<file path="src/rtl/reg_to_apb.sv">
// -----------------------------------------------------------------------------
// reg_to_apb -- regbus to APB4 bridge
//
// Accepts one regbus request at a time, runs the APB4 SETUP and ACCESS phases
// against a single completer and hands back a registered one-cycle response.
// An optional ACCESS-phase timeout turns a hung completer into an error
// response so the upstream path can always make progress.
//
// Ports
//   clk_i      : clock
//   rst_ni     : asynchronous active-low reset
//   reg_req_i  : regbus request  (addr, write, wdata, wstrb, valid)
//   reg_rsp_o  : regbus response (rdata, error, ready), all registered
//   paddr_o    : APB address (latched request address)
//   pprot_o    : APB protection, tied to 3'b000
//   psel_o     : APB select (SETUP and ACCESS)
//   penable_o  : APB enable (ACCESS only)
//   pwrite_o   : APB write
//   pwdata_o   : APB write data
//   pstrb_o    : APB write strobes, forced to zero for reads
//   pready_i   : APB ready
//   prdata_i   : APB read data
//   pslverr_i  : APB slave error
//   busy_o     : high whenever the bridge is not IDLE
// -----------------------------------------------------------------------------

package reg_to_apb_pkg;

    // Default regbus request layout (32-bit address and data).
    typedef struct packed {
        logic [31:0] addr;
        logic        write;
        logic [31:0] wdata;
        logic [3:0]  wstrb;
        logic        valid;
    } reg_req_t;

    // Default regbus response layout.
    typedef struct packed {
        logic [31:0] rdata;
        logic        error;
        logic        ready;
    } reg_rsp_t;

endpackage

module reg_to_apb #(
    parameter int unsigned AddrWidth     = 32,
    parameter int unsigned DataWidth     = 32,
    parameter int unsigned TimeoutCycles = 0,
    parameter type         reg_req_t     = reg_to_apb_pkg::reg_req_t,
    parameter type         reg_rsp_t     = reg_to_apb_pkg::reg_rsp_t
) (
    input  logic                   clk_i,
    input  logic                   rst_ni,
    input  reg_req_t               reg_req_i,
    output reg_rsp_t               reg_rsp_o,
    output logic [AddrWidth-1:0]   paddr_o,
    output logic [2:0]             pprot_o,
    output logic                   psel_o,
    output logic                   penable_o,
    output logic                   pwrite_o,
    output logic [DataWidth-1:0]   pwdata_o,
    output logic [DataWidth/8-1:0] pstrb_o,
    input  logic                   pready_i,
    input  logic [DataWidth-1:0]   prdata_i,
    input  logic                   pslverr_i,
    output logic                   busy_o
);

    localparam int unsigned StrbWidth = DataWidth / 8;

    // The counter only has to reach TimeoutCycles-1; keep at least one bit so
    // the logic stays legal when the timeout is disabled.
    localparam int unsigned CntW = (TimeoutCycles > 32'd1) ? $clog2(TimeoutCycles) : 1;

    localparam logic [CntW-1:0] CntLast =
        CntW'((TimeoutCycles > 32'd0) ? (TimeoutCycles - 32'd1) : 32'd0);

    // Reject unsupported data widths at elaboration time.
    if (!((DataWidth == 32'd8) || (DataWidth == 32'd16) || (DataWidth == 32'd32))) begin : g_bad_width
        $error("reg_to_apb: DataWidth must be 8, 16 or 32");
    end

    typedef enum logic [1:0] {
        ST_IDLE   = 2'd0,
        ST_SETUP  = 2'd1,
        ST_ACCESS = 2'd2,
        ST_RESP   = 2'd3
    } state_e;

    state_e                 state_q,   state_d;
    logic [AddrWidth-1:0]   addr_q,    addr_d;
    logic                   write_q,   write_d;
    logic [DataWidth-1:0]   wdata_q,   wdata_d;
    logic [StrbWidth-1:0]   strb_q,    strb_d;
    logic                   psel_q,    psel_d;
    logic                   penable_q, penable_d;
    logic                   ready_q,   ready_d;
    logic                   error_q,   error_d;
    logic [DataWidth-1:0]   rdata_q,   rdata_d;
    logic                   busy_q,    busy_d;
    logic [CntW-1:0]        cnt_q,     cnt_d;

    logic                   timeout_hit_s;

    // Abort condition: last permitted ACCESS cycle without pready.
    always_comb begin
        timeout_hit_s = (TimeoutCycles != 32'd0) && (cnt_q == CntLast);
    end

    // Next-state and next-output computation. APB and response outputs are
    // computed for the state being entered so that they come out of flops.
    always_comb begin
        state_d   = state_q;
        addr_d    = addr_q;
        write_d   = write_q;
        wdata_d   = wdata_q;
        strb_d    = strb_q;
        cnt_d     = cnt_q;
        psel_d    = 1'b0;
        penable_d = 1'b0;
        ready_d   = 1'b0;
        error_d   = 1'b0;
        rdata_d   = '0;

        case (state_q)
            ST_IDLE: begin
                if (reg_req_i.valid) begin
                    addr_d  = reg_req_i.addr[AddrWidth-1:0];
                    write_d = reg_req_i.write;
                    wdata_d = reg_req_i.wdata[DataWidth-1:0];
                    // APB4 requires inactive strobes on reads; zero-strobe
                    // writes pass through untouched.
                    if (reg_req_i.write) begin
                        strb_d = reg_req_i.wstrb[StrbWidth-1:0];
                    end else begin
                        strb_d = '0;
                    end
                    psel_d  = 1'b1;
                    state_d = ST_SETUP;
                end else begin
                    state_d = ST_IDLE;
                end
            end

            ST_SETUP: begin
                psel_d    = 1'b1;
                penable_d = 1'b1;
                cnt_d     = '0;
                state_d   = ST_ACCESS;
            end

            ST_ACCESS: begin
                // pready is checked first so a response on the expiry cycle
                // is taken as a normal completion.
                if (pready_i) begin
                    if (write_q) begin
                        rdata_d = '0;
                    end else begin
                        rdata_d = prdata_i;
                    end
                    error_d = pslverr_i;
                    ready_d = 1'b1;
                    cnt_d   = '0;
                    state_d = ST_RESP;
                end else if (timeout_hit_s) begin
                    rdata_d = '0;
                    error_d = 1'b1;
                    ready_d = 1'b1;
                    cnt_d   = '0;
                    state_d = ST_RESP;
                end else begin
                    psel_d    = 1'b1;
                    penable_d = 1'b1;
                    cnt_d     = cnt_q + CntW'(1'b1);
                    state_d   = ST_ACCESS;
                end
            end

            ST_RESP: begin
                state_d = ST_IDLE;
            end

            default: begin
                state_d = ST_IDLE;
            end
        endcase

        busy_d = (state_d != ST_IDLE);
    end

    // State and output registers; asynchronous reset clears everything.
    always_ff @(posedge clk_i or negedge rst_ni) begin
        if (!rst_ni) begin
            state_q   <= ST_IDLE;
            addr_q    <= '0;
            write_q   <= 1'b0;
            wdata_q   <= '0;
            strb_q    <= '0;
            psel_q    <= 1'b0;
            penable_q <= 1'b0;
            ready_q   <= 1'b0;
            error_q   <= 1'b0;
            rdata_q   <= '0;
            busy_q    <= 1'b0;
            cnt_q     <= '0;
        end else begin
            state_q   <= state_d;
            addr_q    <= addr_d;
            write_q   <= write_d;
            wdata_q   <= wdata_d;
            strb_q    <= strb_d;
            psel_q    <= psel_d;
            penable_q <= penable_d;
            ready_q   <= ready_d;
            error_q   <= error_d;
            rdata_q   <= rdata_d;
            busy_q    <= busy_d;
            cnt_q     <= cnt_d;
        end
    end

    // Response struct assembled from registered fields.
    always_comb begin
        reg_rsp_o                       = '0;
        reg_rsp_o.rdata[DataWidth-1:0]  = rdata_q;
        reg_rsp_o.error                 = error_q;
        reg_rsp_o.ready                 = ready_q;
    end

    assign paddr_o   = addr_q;
    assign pprot_o   = 3'b000;
    assign psel_o    = psel_q;
    assign penable_o = penable_q;
    assign pwrite_o  = write_q;
    assign pwdata_o  = wdata_q;
    assign pstrb_o   = strb_q;
    assign busy_o    = busy_q;

endmodule
</file>
<file path="config.mk">
export PLATFORM = sky130hd
export DESIGN_NAME = reg_to_apb
export DESIGN_NICKNAME = d
export VERILOG_FILES = /design/src/rtl/reg_to_apb.sv
export SDC_FILE = /design/constraint.sdc
export NUM_CORES = 1
export LEC_CHECK = 0
export ABC_AREA = 1
export CORE_UTILIZATION = 40
export DETAILED_ROUTE_END_ITERATION = 10
export PLACE_DENSITY = 0.78
export SYNTH_ARGS = -nofsm -noshare
export SYNTH_HDL_FRONTEND = slang
export SYNTH_SLANG_ARGS = --single-unit
export TNS_END_PERCENT = 1
</file>
<file path="constraint.sdc">
create_clock -name clk_i -period 1.6 [get_ports clk_i]
set_input_delay 0.32 -clock clk_i [delete_from_list [all_inputs] [get_ports clk_i]]
set_output_delay 0.32 -clock clk_i [all_outputs]
set_load 0.01 [all_outputs]
</file>
==> results by stage, run 1 <==
Routing:
- For this block, the routed nets add up to approximately 11000 um of wire.
- The first-pass iteration count of the detailed router is 4.
- The DRC violation count after routing is 0.
- The iteration-0 DRC count of the detailed router is ~120.
- The via density per instance is ~4.4.
- The residual antenna-violating net count after detailed routing is 0.
- The detail-routed net length per standard cell is 13.7 um.
- The vias after detailed routing is around 3500.

Timing:
- The worst hold slack across all endpoints is 0.363 ns.
- Adding up every negative setup slack in the final design gives 0 ns.
- The number of max-slew violations in the final report was 0.
- The share of the clock period used by the worst path is 0.973.
- The total count of hold-check failures in the final report was 0.
- The final critical delay including setup and external delays is about 1.6 ns.
- Setup violations remaining at the end of the flow were counted as 0.
- Setup repair after global routing left no endpoint under its margin.
- For this run, the top clock speed supported by timing is roughly 640 MHz.
- The final worst setup slack is 0.0431 ns.
- The clock skew after layout is 0.00790 ns.

Power:
- In this run the static leakage power is 3.93 nW.
- The share of total power dissipated in combinational logic is 0.432.
- The power density over cell area is ~1500 nW/um2.
- The clock network fraction of design power is 0.160.
- Summed over all nets, the switching power comes to between 3 and 4 mW.
- The internal portion of total power is 6.59 mW.
- The maximum vdd ir drop is 0.823 mV.
- The switching portion of total power is 0.359.
- The share of total power in sequential cells is 0.409.

Synthesis:
- The number of different library cells in the post-synthesis netlist is 16.
- The share of the yosys chip area belonging to registers is 0.639.
- The post-synthesis instance area is between 4000 and 5000 um2.
- The average cell area after synthesis is about 9.7 um2.
- The count of state elements after synthesis is 108.
- The count of synthesis-stage warnings from yosys is 0.
- The post-synthesis instance total is between 400 and 500.

Placement:
- The instance area at placement is 6430 um2.
- The placement-stage worst setup slack is between 0.07 and 0.08 ns.
- The total of buffers placed on input and output ports is around 210.
- The placed wire-length estimate after detailed placement is 7890 um.
- The final weighted congestion in routability-driven placement is just under 0.8.

Global route:
- Entering global routing, the biggest net connects 54 pins.
- The first global-routing pass estimated 17500 um of wire.
- The number of global-route vias before repair is roughly 3600.
- The aggregate global-route resource usage is 0.202.
- The number of antenna violations at the first check in global routing is 0.
- The overflow left after global routing is 0.

Floorplanning:
- The die is 105 um wide.
- The floorplan step defined a core boundary enclosing 10300 um2.
- The height of the chip is 105 um.
- roughly 220 I/O pins were placed.
- In this run the core area contains 37 standard-cell rows.
- The initial utilization of the core area, before any placement, comes to 0.411.
- The die covers approximately 11000 um2.

Finish:
- Summing all multi-input logic gate instances after layout gives roughly 1300 um2.
- In the final layout, the share of cells above drive strength 1 is 0.102.
- The library cells used most frequently in the layout, excluding fill and tap cells, are 200 x sky130_fd_sc_hd__nand2_1, 121 x sky130_fd_sc_hd__clkdlybuf4s50_1, 108 x sky130_fd_sc_hd__dfrtp_1.
- The area growth from synthesis to layout is 57.9%.
- The final cell utilization of the core is 0.650.
- Leaving out fill and tap cells, the most frequent cell in the layout is sky130_fd_sc_hd__nand2_1.
- The number of antenna cells inserted is 0.
- The net count of the finished layout is about 760.
- With fillers left out, the area of the finished cells amounts to around 6700 um2.
- The register area is 2700 um2.
- The layout filler cell count is approximately 840.

Critical path:
- By startpoint and endpoint, the worst setup path is classified as reg2out.
- The type of origin of the critical path is a flip-flop.
- Data on the critical path arrives at its endpoint at roughly 1.2 ns.
- STA classifies the critical path endpoint as a primary output.
- Counting both buffers and inverters, the worst setup path holds a total of 1.
- The signal on the critical path passes through clkdlybuf4s50_1.
- The largest fanout of any net on the critical path is 1.
- The worst path required time is 1.28 ns.
- The critical-path cell with the highest stage delay is sky130_fd_sc_hd__clkdlybuf4s50_1.
- On the worst path, the slowest cell contributes a delay of about 0.57 ns.
- The kind of cell adding the most delay to the critical path is buffers and inverters.

Status:
- The flow ran to the end, and the final reports show no timing, DRC or antenna violations.

Run:
- The number of max-cap violations is 0.

Clock network:
- Counting the buffers created by CTS gives 9.
- Counting along the longest clock path gives a buffer depth of 2.
- The buffer cell driving the clock tree root is sky130_fd_sc_hd__clkbuf_8.
- The CTS tree is yes.
- The number of H-tree branching levels is 3.
- CTS saw around 110 sinks.
- At the later pin of the worst-skew pair, clock insertion delay measures approximately 0.35 ns.
- Clock-pin slew was measured on the worst setup and hold paths at 0.10 ns.

Hold path:
- In this run the worst hold path is classified as in2async.
## registers in the layout (all words and copies together), names as in the netlist, 2 cells and up
register and flops:
state_q 2, pwdata_o 32, paddr_o 32, pstrb_o 4, rdata_q 32
## cells in the mapped netlist
cell	instances	share of area
sky130_fd_sc_hd__a21oi_1	1	0.0012
sky130_fd_sc_hd__buf_12	5	0.024
sky130_fd_sc_hd__buf_2	14	0.017
sky130_fd_sc_hd__buf_4	5	0.0089
sky130_fd_sc_hd__buf_6	2	0.0053
sky130_fd_sc_hd__conb_1	1	0.00089
sky130_fd_sc_hd__dfrtp_1	108	0.64
sky130_fd_sc_hd__ha_1	6	0.018
sky130_fd_sc_hd__inv_1	11	0.0098
sky130_fd_sc_hd__inv_2	1	0.00089
sky130_fd_sc_hd__nand2_1	200	0.18
sky130_fd_sc_hd__nand2_2	41	0.061
sky130_fd_sc_hd__nand3_1	2	0.0024
sky130_fd_sc_hd__nor2_1	33	0.029
sky130_fd_sc_hd__o21ai_0	1	0.0012
sky130_fd_sc_hd__o21ai_1	4	0.0047
## cell families (layout without fill, tap and decap cells)
kind of cell / after synthesis / count (layout) / synth area share
DFF: 108 / 108 / 0.639
adders and majority gates: 6 / 6 / 0.0178
AOI/OAI and AO/OA: 6 / 6 / 0.00710
buffers and inverters: 38 / 249 / 0.0651
other: 1 / 3 / 0.000887
and+or+nand+nor: 276 / 276 / 0.270
## routing by layer
layer / global-route usage / wire [um] / vias up
met5: 0 / 0 / -
met2: 0.346 / 5350 / 126
met4: 0.0825 / 229 / 0
met3: 0.0524 / 734 / 18
met1: 0.243 / 4410 / 1633
li1: - / - / 1700
## path summary, 6_finish.rpt
kind / start / end / slack (ns) / cells after the start
worst max-delay path: rdata_q[19]$_DFF_PN0_ / reg_rsp_o[21] / 0.04 / 1
worst min-delay path: rst_ni / paddr_o[4]$_DFFE_PN0P_ / 0.36 / 2
worst max register to register: state_q[0]$_DFF_PN0_ / pwdata_o[1]$_DFFE_PN0P_ / 0.18 / 7
worst min register to register: paddr_o[8]$_DFFE_PN0P_ / paddr_o[8]$_DFFE_PN0P_ / 0.48 / 2
max in group asynchronous: rst_ni / rdata_q[10]$_DFF_PN0_ / 0.69 / 3
min in group clk_i: paddr_o[8]$_DFFE_PN0P_ / paddr_o[8]$_DFFE_PN0P_ / 0.48 / 2
## per-stage QoR
step | total power [mW] | instances
after floorplan | 6.55 | 437
after global placement | 9.07 | 767
after detailed placement | 9.25 | 767
after CTS | 10.5 | 784
after global routing | 11.1 | 784
final | 10.3 | 784
## power by group through the flow
| stage | registers [mW] | logic, mW | clock network, mW |
|---|---|---|---|
| final | 4.20 | 4.44 | 1.64 |
| after floorplan | 4.72 | 1.83 | 0 |
| after global routing | 4.33 | 4.90 | 1.82 |
| after global placement | 4.25 | 4.82 | 0 |
| after detailed placement | 4.29 | 4.95 | 0 |
| after CTS | 4.23 | 4.60 | 1.71 |
## cell type report
cell class              count  area share
inverters                  12     0.00675
flip-flops and latches    108       0.405
well taps                 136      0.0255
clock inverters             4     0.00731
multi-input cells         291       0.188
clock buffers              12      0.0217
repair buffers            221       0.346
## timing repair
action                     4_1_cts  5_1_grt
setup endpoints to repair       47       42
hold endpoints to repair        13        0
gates resized for setup         47       42
setup buffers                    0        0
hold buffers                     1        0
Power figures use the tool's default switching activity.
==> run 2: changes to the inputs <==
--- a/config.mk
+++ b/config.mk
@@ -7,6 +7,7 @@
 export LEC_CHECK = 0
 export ABC_AREA = 1
 export CORE_UTILIZATION = 40
+export CTS_CLUSTER_SIZE = 25
 export DETAILED_ROUTE_END_ITERATION = 10
 export PLACE_DENSITY = 0.78
 export SYNTH_ARGS = -nofsm -noshare
==> results of run 2 <==
No change in the layout: final DEF, timing and power equal those of run 1.
